File: src/rtl/if_id_fetch_stage_if.sv
// rtl/if_id_fetch_stage_if.sv - instruction memory request/response bus
interface if_id_fetch_stage_if #(
    parameter int PC_WIDTH    = 64,
    parameter int INSTR_WIDTH = 32
);
    logic                   req;
    logic [PC_WIDTH-1:0]    addr;
    logic                   gnt;
    logic                   rvalid;
    logic [INSTR_WIDTH-1:0] rdata;

    modport master (
        output req,
        output addr,
        input  gnt,
        input  rvalid,
        input  rdata
    );

    modport slave (
        input  req,
        input  addr,
        output gnt,
        output rvalid,
        output rdata
    );
endinterface

File: src/rtl/if_id_fetch_stage.sv
// rtl/if_id_fetch_stage.sv - RV64I instruction fetch stage with integrated IF/ID register
module if_id_fetch_stage #(
    parameter int                      PC_WIDTH    = 64,
    parameter int                      INSTR_WIDTH = 32,
    parameter logic [PC_WIDTH-1:0]     RESET_PC    = '0
) (
    input  logic                   clk_i,
    input  logic                   rst_i,
    if_id_fetch_stage_if.master    imem,
    input  logic                   redirect_i,
    input  logic [PC_WIDTH-1:0]    redirect_pc_i,
    input  logic                   stall_i,
    output logic                   id_valid_o,
    output logic [INSTR_WIDTH-1:0] id_instr_o,
    output logic [PC_WIDTH-1:0]    id_pc_o,
    output logic [PC_WIDTH-1:0]    id_pc_plus4_o
);

    localparam logic [INSTR_WIDTH-1:0] NOP   = INSTR_WIDTH'(32'h0000_0013);
    localparam logic [PC_WIDTH-1:0]    FOUR  = PC_WIDTH'(4);

    typedef enum logic [1:0] {
        S_FETCH,
        S_WAIT,
        S_HOLD,
        S_DROP
    } state_t;

    state_t                 state_q, state_d;
    logic [PC_WIDTH-1:0]    pc_q, pc_d;
    logic [PC_WIDTH-1:0]    fetch_pc_q, fetch_pc_d;
    logic                   skid_valid_q, skid_valid_d;
    logic [INSTR_WIDTH-1:0] skid_instr_q, skid_instr_d;
    logic [PC_WIDTH-1:0]    skid_pc_q, skid_pc_d;

    logic                   handshake;
    logic                   id_load;
    logic [INSTR_WIDTH-1:0] id_instr_d;
    logic [PC_WIDTH-1:0]    id_pc_d;

    assign imem.req  = (state_q == S_FETCH) && rst_i;
    assign imem.addr = pc_q;
    assign handshake = imem.req && imem.gnt;

    always_comb begin
        state_d      = state_q;
        pc_d         = pc_q;
        fetch_pc_d   = fetch_pc_q;
        skid_valid_d = skid_valid_q;
        skid_instr_d = skid_instr_q;
        skid_pc_d    = skid_pc_q;
        id_load      = 1'b0;
        id_instr_d   = skid_instr_q;
        id_pc_d      = skid_pc_q;

        if (redirect_i) begin
            // A request already granted at the old PC must have its response swallowed in DROP.
            pc_d         = {redirect_pc_i[PC_WIDTH-1:2], 2'b00};
            skid_valid_d = 1'b0;
            case (state_q)
                S_FETCH: state_d = handshake ? S_DROP : S_FETCH;
                S_WAIT:  state_d = imem.rvalid ? S_FETCH : S_DROP;
                S_HOLD:  state_d = S_FETCH;
                S_DROP:  state_d = imem.rvalid ? S_FETCH : S_DROP;
                default: state_d = S_FETCH;
            endcase
        end else begin
            case (state_q)
                S_FETCH: begin
                    if (handshake) begin
                        fetch_pc_d = pc_q;
                        pc_d       = pc_q + FOUR;
                        state_d    = S_WAIT;
                    end
                end
                S_WAIT: begin
                    if (imem.rvalid) begin
                        if (stall_i) begin
                            skid_valid_d = 1'b1;
                            skid_instr_d = imem.rdata;
                            skid_pc_d    = fetch_pc_q;
                            state_d      = S_HOLD;
                        end else begin
                            id_load    = 1'b1;
                            id_instr_d = imem.rdata;
                            id_pc_d    = fetch_pc_q;
                            state_d    = S_FETCH;
                        end
                    end
                end
                S_HOLD: begin
                    if (!stall_i) begin
                        id_load      = skid_valid_q;
                        skid_valid_d = 1'b0;
                        state_d      = S_FETCH;
                    end
                end
                S_DROP: begin
                    if (imem.rvalid) begin
                        state_d = S_FETCH;
                    end
                end
                default: state_d = S_FETCH;
            endcase
        end
    end

    always_ff @(posedge clk_i) begin
        if (!rst_i) begin
            state_q      <= S_FETCH;
            pc_q         <= RESET_PC;
            fetch_pc_q   <= RESET_PC;
            skid_valid_q <= 1'b0;
            skid_instr_q <= NOP;
            skid_pc_q    <= '0;
        end else begin
            state_q      <= state_d;
            pc_q         <= pc_d;
            fetch_pc_q   <= fetch_pc_d;
            skid_valid_q <= skid_valid_d;
            skid_instr_q <= skid_instr_d;
            skid_pc_q    <= skid_pc_d;
        end
    end

    // IF/ID register: stall freezes everything, otherwise an empty cycle inserts a bubble.
    always_ff @(posedge clk_i) begin
        if (!rst_i) begin
            id_valid_o    <= 1'b0;
            id_instr_o    <= NOP;
            id_pc_o       <= '0;
            id_pc_plus4_o <= FOUR;
        end else if (redirect_i) begin
            id_valid_o <= 1'b0;
        end else if (!stall_i) begin
            id_valid_o <= id_load;
            if (id_load) begin
                id_instr_o    <= id_instr_d;
                id_pc_o       <= id_pc_d;
                id_pc_plus4_o <= id_pc_d + FOUR;
            end
        end
    end

endmodule

File: src/flat_wrapper.sv
// flat-port wrapper written by rule: the top's interface ports become plain ports
module if_id_fetch_stage_flat 
#(
    parameter int                      PC_WIDTH    = 64,
    parameter int                      INSTR_WIDTH = 32,
    parameter logic [PC_WIDTH-1:0]     RESET_PC    = '0
)
  (clk_i, rst_i, redirect_i, redirect_pc_i, stall_i, id_valid_o, id_instr_o, id_pc_o, id_pc_plus4_o, imem_req, imem_addr, imem_gnt, imem_rvalid, imem_rdata);
  if_id_fetch_stage_if #(.PC_WIDTH(PC_WIDTH), .INSTR_WIDTH(INSTR_WIDTH)) imem_i ();
  input  logic clk_i;
  input  logic rst_i;
  input  logic redirect_i;
  input  logic [PC_WIDTH-1:0] redirect_pc_i;
  input  logic stall_i;
  output logic id_valid_o;
  output logic [INSTR_WIDTH-1:0] id_instr_o;
  output logic [PC_WIDTH-1:0] id_pc_o;
  output logic [PC_WIDTH-1:0] id_pc_plus4_o;
  output wire logic [$bits(imem_i.req)-1:0] imem_req;
  output wire logic [$bits(imem_i.addr)-1:0] imem_addr;
  input wire logic [$bits(imem_i.gnt)-1:0] imem_gnt;
  input wire logic [$bits(imem_i.rvalid)-1:0] imem_rvalid;
  input wire logic [$bits(imem_i.rdata)-1:0] imem_rdata;
  assign imem_req = imem_i.req;
  assign imem_addr = imem_i.addr;
  assign imem_i.gnt = imem_gnt;
  assign imem_i.rvalid = imem_rvalid;
  assign imem_i.rdata = imem_rdata;
  if_id_fetch_stage #(.PC_WIDTH(PC_WIDTH), .INSTR_WIDTH(INSTR_WIDTH), .RESET_PC(RESET_PC)) u_core (.clk_i(clk_i), .rst_i(rst_i), .imem(imem_i), .redirect_i(redirect_i), .redirect_pc_i(redirect_pc_i), .stall_i(stall_i), .id_valid_o(id_valid_o), .id_instr_o(id_instr_o), .id_pc_o(id_pc_o), .id_pc_plus4_o(id_pc_plus4_o));
endmodule
File: config.mk
export PLATFORM = sky130hd
export DESIGN_NAME = if_id_fetch_stage_flat
export DESIGN_NICKNAME = d
export VERILOG_FILES = /design/src/rtl/if_id_fetch_stage_if.sv /design/src/rtl/if_id_fetch_stage.sv /design/src/flat_wrapper.sv
export SDC_FILE = /design/constraint.sdc
export NUM_CORES = 1
export LEC_CHECK = 0
export CAP_MARGIN = 20
export CORE_MARGIN = 2
export CORE_UTILIZATION = 30
export DETAILED_ROUTE_END_ITERATION = 6
export PLACE_DENSITY_LB_ADDON = 0.1
export SLEW_MARGIN = 20
export SYNTH_ARGS = -nofsm -noshare
export SYNTH_HDL_FRONTEND = slang
export SYNTH_SLANG_ARGS = --single-unit
export TNS_END_PERCENT = 30
File: constraint.sdc
create_clock -name clk_i -period 7.4 [get_ports clk_i]
set_clock_uncertainty 0.1 [all_clocks]
set_input_delay 2.22 -clock clk_i [delete_from_list [all_inputs] [get_ports clk_i]]
set_output_delay 2.22 -clock clk_i [all_outputs]
set_load 0.005 [all_outputs]
==> implementation parameters, run 1 <==
Parameter                              Value

Timing
  RSZ-0062 raised after global routing ... false
  Count of endpoints failing setup in the final report ... 0
  Max-slew headroom ... 34.8%
  Maximum clock rate ... 176 MHz
  Worst Setup Slack, final ... 1730 ps
  Final Max Slew Viols ... 0
  Min cycle time layout ... 5670 ps
  Setup tns final ... 0 ps
  Final worst-path cycle share ... 76.7%
  Final hold viol count ... 0
  Minimum hold slack ... 361 ps
  Transition time at the pin with the least slew margin ... 978 ps

Logic synthesis
  Number of warnings printed during yosys synthesis ... 0
  Synthesized area per cell ... 8.22 um^2
  Post-synthesis cell count ... 2169
  Asr flop ratio synth ... 0%
  Number of enable-type register cells in the synthesized netlist ... 0
  Netlist Area Pre-Place ... 17800 um^2
  Dominant register cell in the synthesized netlist ... sky130_fd_sc_hd__dfxtp_1
  Post-synthesis sequential element count ... 378
  Fraction of the yosys area taken by sequential cells ... 42.5%
  Number of library cell types mapped by synthesis ... 65

Floorplan
  # IOs ... 328
  Die extent in x ... 248 um
  Starting density of the core ... 30.3%
  Number of rows in the core area ... 89
  Placeable Area ... 58900 um^2
  Die Y ... 248 um
  Area enclosed by the die boundary ... 61400 um^2

Critical path
  Worst EP required ... 7750 ps
  Setup slack of the worst register-to-register path ... 2980 ps
  Worst Setup Path Type ... in -> reg
  Sort of element at the start of the critical path ... input pin
  Data arrival time of the critical path ... 6020 ps
  Max Fanout on Critical Path ... 13
  Endpoint type of the worst setup path ... flop
  Worst reg2reg path endpoint ... u_core.id_pc_plus4_o[62]$_SDFFE_PN0P_
  Reg2Reg Depth ... 14
  Critical Path Start ... stall_i
  Worst Setup EP ... u_core.id_pc_plus4_o[62]$_SDFFE_PN0P_
  Reg-to-reg critical path startpoint ... u_core.state_q[1]$_SDFFE_PN0P_

Power
  Overall power of the completed layout ... 4.61 mW
  Power per Cell Area ... 200 nW/um^2
  Standby leakage power ... 8.55 nW
  Worst VDD drop ... 121 uV

Finish
  Net count reported at finish ... 2505
  Commonest non-fill, non-tap cell in the layout ... sky130_fd_sc_hd__nand2_1
  Layout Area Growth over Synthesis ... 29.2%
  Layout cell share with drive strength beyond 1 ... 4.85%
  Count of placed standard cells in the final layout, fillers left out ... 3208
  Most used cells in the layout excluding fill and tap cells ... 534 x sky130_fd_sc_hd__nand2_1, 378 x sky130_fd_sc_hd__dfxtp_1, 317 x sky130_fd_sc_hd__clkdlybuf4s50_1, 185 x sky130_fd_sc_hd__nand3_1, 169 x sky130_fd_sc_hd__a21boi_0
  Finished Cell Area ... 23000 um^2
  Final core area utilization ... 39.1%

Clocking
  Clock latency reported for the late side of the worst-skew pair ... 580 ps
  Maximum number of buffers from clock root to sink ... 3
  Clock-pin slew on the worst setup and hold paths ... 60 ps
  Number of buffers inserted to repair setup after CTS ... 0
  CTS HTree Levels ... 2
  Cells resized by post-CTS repair ... 0
  CTS tree ... built
  Clock tree sinks ... 378
  Cts hold-fix bufs ... 0
  Clock Tree Root ... sky130_fd_sc_hd__clkbuf_16
  Number of buffers created by CTS ... 46

Global routing
  Grt total ovfl ... 0
  Met3 track utilization from global routing ... 3.41%
  GR peak layer ... met1
  Largest net degree at the start of global routing ... 120
  GR Layer Usage met1 ... 28.9%
  First-pass GRT wire length ... 92500 um
  Vias in the first global route ... 15227
  Total Routing Usage GR ... 19.3%
  Number of antenna violations at the first check in global routing ... 3
  Global Route met2 Usage ... 27.7%

Route
  Average wire length per cell after detail routing ... 18.8 um
  Overall routed net length ... 60400 um
  Pre-antenna DRT Iters ... 5
  Iter 0 DRT Violations ... 949
  Detailed-route via count ... 16175
  Via density per instance ... 5.04
  Post-detailed-route DRC marker count ... 0
  Final antenna-violating net count ... 0

Place
  RePlAce Congestion ... 0.851
  # placed instances ... 3122
  IO buf count ... 319
  Area after DPL ... 21600 um^2
  DPL Wire Length ... 42100 um
  Setup WS pre-CTS ... 1120 ps

Min path
  Type of the worst min-delay path ... reg -> reg

Job
  Maxcap violations ... 0

Outcome
  Result of the run ... completed
[cells in the mapped netlist, drive strengths merged, types with 3 or more instances]
master,count,area (um^2)
ha,6,75.1
xor2,63,552
nand3b,3,22.5
o211a,107,1070
a41oi,3,26.3
a21boi,169,1270
nand2b,7,43.8
and3,16,100
inv,14,52.6
nor3b,6,56.3
nor4,14,121
and4,14,123
nor3,30,166
a21oi,50,250
nor4b,4,50.1
a211o,5,43.8
buf,34,186
dfxtp,378,7570
o22ai,4,25.0
nand4,42,263
mux2i,53,531
o211ai,14,105
nand2,536,2010
nor2,61,229
xnor2,48,420
o21ai,96,480
nand3,186,931
and2,34,213
or3,12,75.1
o311ai,4,35.0
clkbuf,132,495
[cell families after synthesis]
logic type	synth area share, %
other	0.0210
adders and majority gates	0.421
xor gates and xnor gates	5.45
and+or+nand+nor	25.3
AOI/OAI and AO/OA	19.2
muxes	3.10
buffers and inverters	4.12
DFF	42.5
[how the worst min path moves through the flow]
stage | startpoint | end | slack (ps) | cells past startpoint
global placement | u_core.id_valid_o$_SDFFE_PP0N_ | u_core.id_valid_o$_SDFFE_PP0N_ | 350 | 2
finish | u_core.id_pc_plus4_o[42]$_SDFFE_PN0P_ | u_core.id_pc_plus4_o[42]$_SDFFE_PN0P_ | 360 | 2
global route | u_core.skid_instr_q[7]$_SDFFE_PN0P_ | u_core.skid_instr_q[7]$_SDFFE_PN0P_ | 390 | 2
floorplan | u_core.skid_instr_q[0]$_SDFFE_PN1P_ | u_core.skid_instr_q[0]$_SDFFE_PN1P_ | 340 | 2
CTS | u_core.id_pc_plus4_o[42]$_SDFFE_PN0P_ | u_core.id_pc_plus4_o[42]$_SDFFE_PN0P_ | 370 | 2
detailed placement | u_core.id_valid_o$_SDFFE_PP0N_ | u_core.id_valid_o$_SDFFE_PP0N_ | 360 | 2
[power by group]
part           total [mW]  internal [mW]  switching [mW]
clock network        2.18           1.29           0.882
registers            2.13           2.07          0.0537
logic               0.311          0.156           0.156
[sequential cells by signal, summed over array words and instances, names as in the netlist]
signal                flops
u_core.fetch_pc_q        62
u_core.id_pc_o           62
u_core.id_pc_plus4_o     62
u_core.imem.addr         62
u_core.skid_pc_q         62
u_core.id_instr_o        32
u_core.skid_instr_q      32
u_core.state_q            2
u_core.id_valid_o         1
u_core.skid_valid_q       1
[per-layer routing]
layer	vias to the layer above	wire length, um
met4	4	1610
met1	7674	30100
li1	8004	-
met3	86	3240
met5	-	27
met2	407	25300
[layout make-up]
type / count / area [um^2]
fillers: 6014 / 35900
multi-input cells: 1616 / 9590
repair buffers: 341 / 3390
inverters: 14 / 52.6
diodes: 3 / 7.51
well taps: 773 / 967
clock inverters: 13 / 98.8
flip-flops and latches: 378 / 7570
clock buffers: 70 / 1360
[critical path: stages]
cell and delay, ps:
sky130_fd_sc_hd__clkdlybuf4s50_1 610, sky130_fd_sc_hd__and4bb_4 470, sky130_fd_sc_hd__mux2i_1 110, sky130_fd_sc_hd__inv_1 70, sky130_fd_sc_hd__ha_1 250, sky130_fd_sc_hd__nand4_1 200, sky130_fd_sc_hd__nor4_1 610, sky130_fd_sc_hd__o2bb2ai_1 180
sky130_fd_sc_hd__buf_4 230, sky130_fd_sc_hd__nor4_4 540, sky130_fd_sc_hd__and4bb_2 310, sky130_fd_sc_hd__xor2_1 140, sky130_fd_sc_hd__o21ai_1 80
Power figures use the tool's default switching activity.
==> run 2: changes to the inputs <==
==> constraint.sdc (replaced) <==
create_clock -name clk_i -period 5.8 [get_ports clk_i]
set_clock_uncertainty 0.1 [all_clocks]
set_input_delay 1.74 -clock clk_i [delete_from_list [all_inputs] [get_ports clk_i]]
set_output_delay 1.74 -clock clk_i [all_outputs]
set_load 0.005 [all_outputs]
==> implementation parameters, run 2 (synthesis results as in run 1) <==
Parameter                              Value

Timing
  Maximum clock rate ... 209 MHz
  Min cycle time layout ... 4780 ps
  Max-slew headroom ... 28.1% (-6.7 points)
  Final Max Slew Viols ... 0 (unchanged)
  Minimum hold slack ... 362 ps (+1.19 ps)
  RSZ-0062 raised after global routing ... false
  Count of endpoints failing setup in the final report ... 0 (unchanged)
  Final hold viol count ... 0 (unchanged)
  Final worst-path cycle share ... 82.4%
  Setup tns final ... 0 ps (unchanged)
  Transition time at the pin with the least slew margin ... 1080 ps (+101 ps)

Finish
  Footprint of the flip-flops and latches ... 7570 um^2 (unchanged)
  Layout Area Growth over Synthesis ... 31.2%
  Count of placed standard cells in the final layout, fillers left out ... 3221 (+0.41%)
  Layout filler cell count ... 5957 (-0.95%)
  Final core area utilization ... 39.7% (+0.63 points)
  Finished Cell Area ... 23400 um^2 (+1.6%)
  Combined area of the multi-input logic cells ... 9580 um^2 (about the same)
  Net count reported at finish ... 2516 (+0.44%)
  Most used cells in the layout excluding fill and tap cells ... 535 x sky130_fd_sc_hd__nand2_1, 378 x sky130_fd_sc_hd__dfxtp_1, 317 x sky130_fd_sc_hd__clkdlybuf4s50_1, 185 x sky130_fd_sc_hd__nand3_1, 169 x sky130_fd_sc_hd__a21boi_0
  Layout cell share with drive strength beyond 1 ... 5.68% (+0.83 points)
  Commonest non-fill, non-tap cell in the layout ... sky130_fd_sc_hd__nand2_1

Floorplan
  # IOs ... 328 (unchanged)
  Number of rows in the core area ... 89 (unchanged)
  Die extent in x ... 248 um (unchanged)
  Placeable Area ... 58900 um^2 (unchanged)
  Area enclosed by the die boundary ... 61400 um^2 (unchanged)
  Die Y ... 248 um (unchanged)
  Starting density of the core ... 30.3% (unchanged)

Critical path
  Worst Setup Path Type ... in -> reg
  Data arrival time of the critical path ... 5120 ps (-900 ps)
  Sort of element at the start of the critical path ... input pin
  Reg-to-reg critical path startpoint ... u_core.state_q[1]$_SDFFE_PN0P_
  Worst reg2reg path endpoint ... u_core.id_pc_plus4_o[62]$_SDFFE_PN0P_
  Max Fanout on Critical Path ... 8 (-5)
  Reg2Reg Depth ... 14 (unchanged)
  Setup slack of the worst register-to-register path ... 1720 ps (-1260 ps)
  Endpoint type of the worst setup path ... flop
  Worst EP required ... 6140 ps (-1610 ps)

Route
  Via density per instance ... 5.03 (-0.30%)
  Pre-antenna DRT Iters ... 7 (+2)
  Detailed-route via count ... 16192 (+0.11%)
  Post-detailed-route DRC marker count ... 0 (unchanged)
  Average wire length per cell after detail routing ... 19.1 um (+1.4%)
  Iter 0 DRT Violations ... 992 (+4.5%)
  Overall routed net length ... 61500 um (+1.9%)
  Final antenna-violating net count ... 0 (unchanged)

Global routing
  Number of antenna violations at the first check in global routing ... 4 (+1)
  First-pass GRT wire length ... 93900 um (+1.4%)
  Largest net degree at the start of global routing ... 113 (-5.8%)
  Grt total ovfl ... 0 (unchanged)
  Total Routing Usage GR ... 19.6% (+0.37 points)
  Vias in the first global route ... 15382 (+1.0%)

Power
  Worst VDD drop ... 194 uV (+60%)
  Clock Power Share ... 51.2% (+4.0 points)
  Proportion of power drawn by flip-flops and latches ... 42.6% (-3.5 points)
  Power per Cell Area ... 272 nW/um^2 (+36%)
  Total net switching power ... 1.44 mW (+32%)
  Standby leakage power ... 8.75 nW (+2.3%)
  Switching share of power ... 22.7% (-0.97 points)
  Cell internal pwr ... 4.93 mW (+40%)
  Combinational share of power ... 6.2% (-0.5 points)

Clocking
  Clock latency reported for the late side of the worst-skew pair ... 580 ps (about the same)
  Clock tree sinks ... 378 (unchanged)
  Clock-pin slew on the worst setup and hold paths ... 60 ps (about the same)
  Number of buffers created by CTS ... 46 (unchanged)
  CTS HTree Levels ... 2 (unchanged)
  CTS tree ... built
  Clock Tree Root ... sky130_fd_sc_hd__clkbuf_16
  Cts hold-fix bufs ... 0 (unchanged)
  Maximum number of buffers from clock root to sink ... 3 (unchanged)
  Number of buffers inserted to repair setup after CTS ... 0 (unchanged)
  Cells resized by post-CTS repair ... 0 (unchanged)

Min path
  Type of the worst min-delay path ... reg -> reg
  Startpoint of the lowest-slack hold path ... u_core.skid_instr_q[27]$_SDFFE_PN0P_
  End point of the worst hold path ... u_core.skid_instr_q[27]$_SDFFE_PN0P_
  Hold Path Depth ... 2 (unchanged)

Place
  DPL Wire Length ... 43000 um (+2.1%)
  Area after DPL ... 21700 um^2 (+0.49%)
  RePlAce Congestion ... 0.851 (about the same)
  # placed instances ... 3133 (+0.35%)
  IO buf count ... 319 (unchanged)

Outcome
  Result of the run ... completed

Job
  Maxcap violations ... 0 (unchanged)
## run 2: power by group through the flow
stage | registers (mW) | clock network (mW) | logic, mW
after floorplan | 2.75 | 0 | 0.188
after global placement | 2.77 | 0 | 0.398
after detailed placement | 2.77 | 0 | 0.400
final | 2.71 | 3.26 | 0.397
after global routing | 2.72 | 3.46 | 0.435
after CTS | 2.71 | 3.36 | 0.402
## run 2: metal layers
layer  vias up  track usage [%]  routed length, um
met2       395             29.0              26300
li1       8018                -                  -
met3        84             3.89               3190
met1      7691             28.8              30500
met4         4             5.37               1410
met5         -                0                 27
## run 2: how the worst max path moves through the flow
stage	start	to	slack, ps	cells past startpoint
after detailed placement	imem_rvalid	u_core.id_pc_plus4_o[62]$_SDFFE_PN0P_	440	12
after CTS	stall_i	u_core.id_pc_plus4_o[62]$_SDFFE_PN0P_	1060	13
after global routing	imem_rvalid	u_core.id_pc_plus4_o[62]$_SDFFE_PN0P_	780	13
after global placement	imem_rvalid	u_core.id_pc_plus4_o[62]$_SDFFE_PN0P_	450	13
after floorplan	imem_rvalid	u_core.id_pc_plus4_o[38]$_SDFFE_PN0P_	340	17
final	stall_i	u_core.id_pc_plus4_o[62]$_SDFFE_PN0P_	1020	13
## run 2: worst max-delay path: stages
cell and delay (ps):
sky130_fd_sc_hd__clkdlybuf4s50_1 540, sky130_fd_sc_hd__buf_4 190, sky130_fd_sc_hd__nand4bb_4 190, sky130_fd_sc_hd__nand2_1 70, sky130_fd_sc_hd__nand2_1 110, sky130_fd_sc_hd__ha_1 260, sky130_fd_sc_hd__nand4_1 200, sky130_fd_sc_hd__nor4_2 440
sky130_fd_sc_hd__o2bb2ai_1 300, sky130_fd_sc_hd__nor4_4 550, sky130_fd_sc_hd__and4bb_2 300, sky130_fd_sc_hd__xor2_1 140, sky130_fd_sc_hd__o21ai_1 80
## run 2: stage by stage
stage          power, mW  worst slack [ps]
2_1_floorplan       2.94               345
3_3_place_gp        3.17               448
3_5_place_dp        3.17               441
4_1_cts             6.48              1060
5_1_grt             6.62               783
6_report            6.37              1020
## run 2: final cells by class
| type | count | share of cell area, % |
|---|---|---|
| multi-input cells | 1616 | 41.0 |
| flip-flops and latches | 378 | 32.3 |
| repair buffers | 352 | 14.9 |
| clock buffers | 64 | 5.82 |
| well taps | 773 | 4.13 |
| clock inverters | 22 | 1.57 |
| inverters | 14 | 0.225 |
| diodes | 2 | 0.0214 |
==> run 3: changes to the inputs <==
==> constraint.sdc (replaced) <==
create_clock -name clk_i -period 4.7 [get_ports clk_i]
set_clock_uncertainty 0.1 [all_clocks]
set_input_delay 1.41 -clock clk_i [delete_from_list [all_inputs] [get_ports clk_i]]
set_output_delay 1.41 -clock clk_i [all_outputs]
set_load 0.005 [all_outputs]
==> implementation parameters, run 3 (synthesis results as in run 1) <==
Parameter                              Value

Floorplan
  Area enclosed by the die boundary ... 61400 um^2 (unchanged)
  Placeable Area ... 58900 um^2 (unchanged)
  # IOs ... 328 (unchanged)
  Starting density of the core ... 30.3% (unchanged)
  Number of rows in the core area ... 89 (unchanged)
  Die extent in x ... 248 um (unchanged)
  Die Y ... 248 um (unchanged)

Power
  Switching share of power ... 23.7% (+1.1 points)
  Power per Cell Area ... 318 nW/um^2 (+17%)
  Proportion of power drawn by flip-flops and latches ... 44.9% (+2.3 points)
  Worst VDD drop ... 259 uV (+34%)
  Combinational share of power ... 6.6% (+0.4 points)
  Clock Power Share ... 48.5% (-2.7 points)
  Total net switching power ... 1.77 mW (+23%)
  Standby leakage power ... 8.83 nW (+0.91%)
  Cell internal pwr ... 5.70 mW (+16%)

Critical path
  Critical path cell sequence ... clkdlybuf4s50_1 > buf_4 > nand4bb_4 > buf_4 > nor4_1 > a2bb2o_2 > buf_4 > nor3_4 > nand4_1 > or3_1 > nand3_1
  Worst Setup Path Type ... in -> reg
  Maximum cell stage delay along the critical path ... 480 ps (-70 ps)
  Max Fanout on Critical Path ... 14 (+6)
  Slowest cell on crit path ... sky130_fd_sc_hd__clkdlybuf4s50_1
  Data arrival time of the critical path ... 4480 ps (-640 ps)
  Reg2Reg Depth ... 14 (unchanged)
  CP dominant cell by count ... sky130_fd_sc_hd__buf_4
  Endpoint type of the worst setup path ... flop
  Sort of element at the start of the critical path ... input pin
  Worst EP required ... 5120 ps (-1020 ps)

Finish
  Layout cell share with drive strength beyond 1 ... 6.59% (+0.91 points)
  Footprint of the flip-flops and latches ... 7570 um^2 (unchanged)
  Commonest non-fill, non-tap cell in the layout ... sky130_fd_sc_hd__nand2_1
  Most used cells in the layout excluding fill and tap cells ... 535 x sky130_fd_sc_hd__nand2_1, 378 x sky130_fd_sc_hd__dfxtp_1, 317 x sky130_fd_sc_hd__clkdlybuf4s50_1, 185 x sky130_fd_sc_hd__nand3_1, 169 x sky130_fd_sc_hd__a21boi_0
  Layout Area Growth over Synthesis ... 31.8%
  Combined area of the multi-input logic cells ... 9610 um^2 (+0.22%)
  Net count reported at finish ... 2546 (+1.2%)
  Layout filler cell count ... 5999 (+0.71%)
  Count of placed standard cells in the final layout, fillers left out ... 3251 (+0.93%)

Global routing
  Number of antenna violations at the first check in global routing ... 3 (-1)
  Total Routing Usage GR ... 19.6% (-0.025 points)
  Largest net degree at the start of global routing ... 103 (-8.8%)
  Grt total ovfl ... 0 (unchanged)
  Vias in the first global route ... 15561 (+1.2%)
  First-pass GRT wire length ... 94100 um (+0.21%)

Clocking
  Clock-pin slew on the worst setup and hold paths ... 60 ps (about the same)
  Number of buffers created by CTS ... 46 (unchanged)
  CTS tree ... built
  Clock latency reported for the late side of the worst-skew pair ... 580 ps (about the same)
  Maximum number of buffers from clock root to sink ... 3 (unchanged)
  Cts hold-fix bufs ... 0 (unchanged)
  Number of buffers inserted to repair setup after CTS ... 0 (unchanged)
  Clock tree sinks ... 378 (unchanged)
  Cells resized by post-CTS repair ... 0 (unchanged)
  Clock Tree Root ... sky130_fd_sc_hd__clkbuf_16
  CTS HTree Levels ... 2 (unchanged)

Place
  RePlAce Congestion ... 0.851 (about the same)
  # placed instances ... 3163 (+0.96%)
  IO buf count ... 319 (unchanged)
  DPL Wire Length ... 43100 um (+0.24%)

Route
  Average wire length per cell after detail routing ... 19.0 um (-0.46%)
  Via density per instance ... 5.03 (about the same)
  Pre-antenna DRT Iters ... 5 (-2)
  Iter 0 DRT Violations ... 1024 (+3.2%)
  Detailed-route via count ... 16359 (+1.0%)
  Post-detailed-route DRC marker count ... 0 (unchanged)
  Overall routed net length ... 61800 um (+0.47%)
  Final antenna-violating net count ... 0 (unchanged)

Timing
  RSZ-0062 raised after global routing ... false
  Count of endpoints failing setup in the final report ... 0 (unchanged)
  Transition time at the pin with the least slew margin ... 994 ps (-84.6 ps)
  Max-slew headroom ... 33.7% (+5.6 points)
  Min cycle time layout ... 4070 ps
  Final Max Slew Viols ... 0 (unchanged)
  Setup tns final ... 0 ps (unchanged)
  Maximum clock rate ... 246 MHz
  Final worst-path cycle share ... 86.6%
  Final hold viol count ... 0 (unchanged)

Outcome
  Result of the run ... completed

Job
  Maxcap violations ... 0 (unchanged)

Min path
  Hold Path Depth ... 2 (unchanged)
  Type of the worst min-delay path ... reg -> reg
run 3: area by class of cell:
class | instances | area share, %
tap | 773 | 4.12
antenna | 4 | 0.0426
multi-input combinational | 1616 | 40.9
timing repair buffer | 382 | 16.0
sequential | 378 | 32.2
inverter | 14 | 0.224
clock buffer | 73 | 6.07
clock inverter | 11 | 0.463
run 3: metal layers:
metal | track usage (%) | share of wire [%]
met5 | 0 | 0
met4 | 6.20 | 2.7
met3 | 3.61 | 5.6
met2 | 29.1 | 43
met1 | 28.5 | 49
run 3: critical path, delay by kind of cell:
family                 cells  cell delay, ps
buffers and inverters      4            1080
and+or+nand+nor            6            1570
AOI/OAI and AO/OA          1             410
run 3: path summary, 6_finish.rpt:
kind	start	endpoint	slack (ps)
worst min register to register	u_core.skid_instr_q[20]$_SDFFE_PN0P_	u_core.skid_instr_q[20]$_SDFFE_PN0P_	360
worst max register to register	u_core.state_q[1]$_SDFFE_PN0P_	u_core.id_pc_plus4_o[50]$_SDFFE_PN0P_	1090
worst max-delay path	imem_rvalid	u_core.id_pc_plus4_o[55]$_SDFFE_PN0P_	630
worst min-delay path	u_core.skid_instr_q[20]$_SDFFE_PN0P_	u_core.skid_instr_q[20]$_SDFFE_PN0P_	360
run 3: per-stage QoR:
step | worst slack, ps | hold slack (ps) | cell area [um^2] | total power, mW | utilization, %
6_report | 631 | 361 | 23500 | 7.47 | 39.9
5_1_grt | 375 | 382 | 23500 | 7.76 | 39.9
4_1_cts | 646 | 365 | 23500 | 7.58 | 39.9
3_5_place_dp | 23.3 | 356 | 21900 | 3.92 | 37.3
3_3_place_gp | 52.4 | 351 | 21900 | 3.91 | 37.3
2_1_floorplan | 5.68 | 341 | 17900 | 3.62 | -
run 3: power by group through the flow:
stage / clock network [mW] / logic [mW] / registers [mW]
floorplan: 0 / 0.232 / 3.39
global placement: 0 / 0.493 / 3.42
detailed placement: 0 / 0.495 / 3.42
CTS: 3.73 / 0.497 / 3.35
global route: 3.86 / 0.536 / 3.36
finish: 3.62 / 0.492 / 3.35
